--- config.mk ---
export PLATFORM = sky130hd
export DESIGN_NAME = dmem_arbiter
export DESIGN_NICKNAME = d
export VERILOG_FILES = /design/src/rtl/dmem_arb_pkg.sv /design/src/rtl/dmem_arb_pick.sv /design/src/rtl/dmem_arbiter.sv
export SDC_FILE = /design/constraint.sdc
export NUM_CORES = 1
export LEC_CHECK = 0
export ABC_AREA = 1
export CAP_MARGIN = 10
export CORE_ASPECT_RATIO = 1.2
export CORE_MARGIN = 1.5
export CORE_UTILIZATION = 37
export DETAILED_ROUTE_END_ITERATION = 16
export PLACE_DENSITY = 0.83
export SLEW_MARGIN = 20
export SYNTH_ARGS = -nofsm -noshare
export SYNTH_HDL_FRONTEND = slang
export SYNTH_SLANG_ARGS = --single-unit
--- constraint.sdc ---
create_clock -name clk -period 1.4 [get_ports clk]
set_clock_uncertainty 0.1 [all_clocks]
set_input_delay 0.28 -clock clk [delete_from_list [all_inputs] [get_ports clk]]
set_output_delay 0.28 -clock clk [all_outputs]
set_load 0.01 [all_outputs]
--- src/rtl/dmem_arb_pkg.sv ---
// Shared types and constants for the data-memory arbiter.
// State encoding, requester ids, latency counter width.
package dmem_arb_pkg;

  typedef enum logic [1:0] {
    IDLE,
    ISSUE,
    WAIT,
    RESP
  } state_t;

  localparam logic REQ_CORE = 1'b0;
  localparam logic REQ_DMA  = 1'b1;

  localparam int CNT_W = 3;

endpackage

--- src/rtl/dmem_arb_pick.sv ---
// Winner selection between core and DMA requesters.
// Core has priority until DMA has been passed over STARVE_LIMIT times.
module dmem_arb_pick
  import dmem_arb_pkg::*;
#(
  parameter int STARVE_LIMIT = 4
) (
  input  logic clk,
  input  logic rst,
  input  logic coreReq,
  input  logic dmaReq,
  input  logic grant,
  output logic winner
);

  localparam logic [3:0] LIMIT = 4'(STARVE_LIMIT);

  logic [3:0] starveCnt;

  // DMA wins when alone, or when it has waited long enough.
  always_comb begin
    winner = REQ_CORE;
    if (dmaReq && (!coreReq || starveCnt == LIMIT))
      winner = REQ_DMA;
  end

  // Count core grants that pass over a waiting DMA request.
  always_ff @(posedge clk) begin
    if (rst) begin
      starveCnt <= '0;
    end else if (grant) begin
      if (!dmaReq || winner == REQ_DMA)
        starveCnt <= '0;
      else if (starveCnt != LIMIT)
        starveCnt <= starveCnt + 4'd1;
    end
  end

endmodule

--- src/rtl/dmem_arbiter.sv ---
// Single data-memory port shared by the MEM stage and a DMA requester.
// One access in flight: issue, optional read wait, one-cycle response.
module dmem_arbiter
  import dmem_arb_pkg::*;
#(
  parameter int READ_LATENCY = 1,
  parameter int STARVE_LIMIT = 4
) (
  input  logic        clk,
  input  logic        rst,
  input  logic        core_req,
  input  logic        core_we,
  input  logic [31:0] core_addr,
  input  logic [31:0] core_wdata,
  output logic [31:0] core_rdata,
  output logic        core_ack,
  output logic        core_stall,
  input  logic        dma_req,
  input  logic        dma_we,
  input  logic [31:0] dma_addr,
  input  logic [31:0] dma_wdata,
  output logic [31:0] dma_rdata,
  output logic        dma_ack,
  output logic        mem_we,
  output logic [31:0] mem_addr,
  output logic [31:0] mem_wdata,
  input  logic [31:0] mem_rdata,
  output logic        busy
);

  localparam logic [CNT_W-1:0] LAT = CNT_W'(READ_LATENCY);

  state_t           state;
  logic             latId;
  logic             latWe;
  logic [CNT_W-1:0] cnt;
  logic             winner;
  logic             grant;

  assign grant      = (state == IDLE) && (core_req || dma_req);
  assign core_stall = core_req & ~core_ack;
  assign busy       = (state != IDLE);

  dmem_arb_pick #(
    .STARVE_LIMIT(STARVE_LIMIT)
  ) uPick (
    .clk    (clk),
    .rst    (rst),
    .coreReq(core_req),
    .dmaReq (dma_req),
    .grant  (grant),
    .winner (winner)
  );

  // Transaction sequencer; mem_addr/mem_wdata double as the request latch.
  always_ff @(posedge clk) begin
    if (rst) begin
      state      <= IDLE;
      latId      <= REQ_CORE;
      latWe      <= 1'b0;
      cnt        <= '0;
      mem_we     <= 1'b0;
      mem_addr   <= '0;
      mem_wdata  <= '0;
      core_rdata <= '0;
      dma_rdata  <= '0;
      core_ack   <= 1'b0;
      dma_ack    <= 1'b0;
    end else begin
      mem_we   <= 1'b0;
      core_ack <= 1'b0;
      dma_ack  <= 1'b0;
      unique case (state)
        IDLE: begin
          if (grant) begin
            latId <= winner;
            state <= ISSUE;
            if (winner == REQ_DMA) begin
              latWe     <= dma_we;
              mem_we    <= dma_we;
              mem_addr  <= dma_addr;
              mem_wdata <= dma_wdata;
            end else begin
              latWe     <= core_we;
              mem_we    <= core_we;
              mem_addr  <= core_addr;
              mem_wdata <= core_wdata;
            end
          end
        end
        ISSUE: begin
          if (latWe || READ_LATENCY == 0) begin
            if (!latWe) begin
              if (latId == REQ_DMA) dma_rdata <= mem_rdata;
              else                  core_rdata <= mem_rdata;
            end
            state    <= RESP;
            core_ack <= (latId == REQ_CORE);
            dma_ack  <= (latId == REQ_DMA);
          end else begin
            cnt   <= LAT;
            state <= WAIT;
          end
        end
        WAIT: begin
          cnt <= cnt - 1'b1;
          if (cnt == CNT_W'(1)) begin
            if (latId == REQ_DMA) dma_rdata <= mem_rdata;
            else                  core_rdata <= mem_rdata;
            state    <= RESP;
            core_ack <= (latId == REQ_CORE);
            dma_ack  <= (latId == REQ_DMA);
          end
        end
        RESP: begin
          state <= IDLE;
        end
        default: begin
          state <= IDLE;
        end
      endcase
    end
  end

endmodule

==> flow_summary.toml <==
[clocking]
cts.sinks = 142
insertion_delay_ps = 410
tritoncts = "done"
clk_pin_slew_worst_paths_ps = 60
cts_made_buffers = 17
clk_path_buf_depth = 2
root_buffer = "clkbuf_16"
h-tree-depth = 4

[global_route]
grt_pass1_vias = 7590
grt_use_total_pct = 28.8
grt_pass1_wl_um = 39500
grt_max_degree = 53
overflow = 0
antenna_found_initial = 2

[synth]
syn_area_per_cell_um2 = 6.81
async_flop_share_pct = 0
synth-edff-count = 0
yosys_register_bits = 142
postSynthCellCount = 924
mappedNetlistArea_um2 = 6290
yosys_warnings = 0
yosysSeqAreaShare_pct = 45.2
synth_top_area_share_pct = 45.2
synth_top_cell_by_area = "dfxtp_1"
synth_area_leaders = "dfxtp_1, nand3_1, inv_1"
yosysUniqueCellTypes = 22
synthFlopType = "dfxtp_1"
synth_nets = 1097

[worst_setup_path]
r2r_start = "state[1]"
crit_path_end_kind = "register"
r2r-end = "core_rdata[8]"
cp.arrival_ps = 1830
worst-path-max-fanout = 7
reg2reg_depth = 8
path_class = "register to register"
r2r_slack_ps = -240
start_kind = "register"
critPathRequiredTime_ps = 1590

[die]
ioPinCount = 299
die_width_um = 122
std_cell_rows = 52
core_um2 = 16800
die-area_um2 = 17800
start_util_pct = 37.5
die_h_um = 146

[sta]
finalSetupViolCount = 135
hold_violations = 0
max_freq_mhz = 611
min_period_ps = 1640
fin_crit_sh_pct = 117
layout_setup_ws_ps = -237
worst_slew_pin_slew_ps = 811
slew_headroom_pct = 45.9
report.final.slew_viol_count = 0
grt_setup_unrepaired = "true"
finalSetupTns_ps = -19860

[min_path]
min_path_type = "input port to register"
hold_end = "latId"
holdPathStages = 3
hp-start = "dma_req"

[routing]
first_iter_violations = 520
routedWlPerCell_um = 20.2
wirelength_um = 30800
via_per_inst = 5.36
drc = 0
vias = 8184
drt-pass1-iter-count = 5
ant_nets = 0

[power_and_ir_drop]
powerDensity_nw_per_um2 = 1570
vdd_ir_drop_max_mv = 1.06
p_leak_nw = 5.77

[cells_and_area]
finalNetCount = 1469
final_cell_mix = "clkdlybuf4s50_1, inv_1, dfxtp_1, nor2_1"
mostFrequentLayoutCell = "clkdlybuf4s50_1"
area_growth_pct = 98.9
layout-drive-gt1-share_pct = 42.5
fill_cells = 1056

[flow_run]
drv_cap = 0

[placement]
dpl_worst_slack_ps = -445
gp_congestion = 0.783
place.detailed.hpwl_um = 14600
port_buffers = 298

[run_status]
status = "complete, but fails checks"
violations = "setup timing"
worst max-delay path, cell delays in order, from the launching register on:
cell	delay (ps)
dfxtp_2	340
buf_6	100
ha_4	160
nand4_1	100
buf_6	150
buf_12	140
buf_4	160
o21ai_0	200
a21oi_1	70
where the power goes:
part           switching [mW]  internal [mW]
clock network            1.91           2.44
logic                    4.96           4.56
registers               0.717           5.04
Yosys cell counts (2+ instances only):
cell      count
clkbuf_1     37
xor2_1        3
nand3_1     131
nor2_1      138
nor3_1        2
nand2_1     140
buf_2        24
a21boi_0      5
inv_1       142
inv_2         2
a21oi_1      69
o21ai_1      29
o21ai_0      46
dfxtp_1     142
ha_1          7
stage by stage:
step | power, mW | util (%) | instances | hold WS, ps | area [um2]
final | 19.6 | 74.5 | 1526 | 175 | 12500
after global routing | 20.5 | 74.5 | 1525 | 167 | 12500
after CTS | 17.1 | 70.6 | 1499 | 176 | 11800
after detailed placement | 12.2 | 58.4 | 1424 | 333 | 9810
after global placement | 12.0 | 58.4 | 1424 | 329 | 9810
after floorplan | 8.70 | - | 924 | 308 | 6370
cells by family after synthesis:
group,Yosys count,share of synthesized area (%)
compound gates,152,12.6
fa+ha+maj,7,1.39
simple gates,414,27.7
flops,142,45.2
xor+xnor,3,0.418
buf+inv,206,12.8
what timing repair did:
| action | 4_1_cts | 5_1_grt |
|---|---|---|
| resized for setup | 517 | 360 |
| cloned | 23 | 14 |
| hold buffers | 0 | 0 |
| setup endpoints to repair | 269 | 242 |
| buffers inserted | 22 | 29 |
| pin swaps | 40 | 65 |
cell type report:
cell class | count | area, um2 | area share, %
repair buffers | 412 | 4190 | 33.5
multi-input cells | 576 | 4050 | 32.4
flip-flops and latches | 142 | 2870 | 22.9
inverters | 145 | 562 | 4.49
clock buffers | 18 | 429 | 3.43
well taps | 216 | 270 | 2.16
clock inverters | 13 | 116 | 0.930
repair inverters | 2 | 20.0 | 0.160
diodes | 2 | 5.00 | 0.0400
sequential cells by signal, summed over array words and instances (netlist names):
| register | cells |
|---|---|
| core_rdata | 32 |
| dma_rdata | 32 |
| mem_addr | 32 |
| mem_wdata | 32 |
| uPick.starveCnt | 4 |
| cnt | 3 |
| state | 2 |
| core_ack | 1 |
| dma_ack | 1 |
| latId | 1 |
| latWe | 1 |
| mem_we | 1 |
how the worst max path moves through the flow:
stage / from / end / slack [ps]
2_1_floorplan: state[1] / mem_addr[28] / -30
3_3_place_gp: core_req / mem_wdata[18] / -450
3_5_place_dp: core_req / mem_wdata[18] / -450
4_1_cts: state[0] / busy / -200
5_1_grt: state[1] / core_rdata[8] / -320
6_report: state[1] / core_rdata[8] / -240
metal layers:
layer,global-route usage (%),part of all wire (%)
met1,29.7,33
met2,51.5,51
met3,8.74,9.8
met4,15.6,6.3
met5,0,0
No activity file was read; power rests on OpenSTA's default activity.
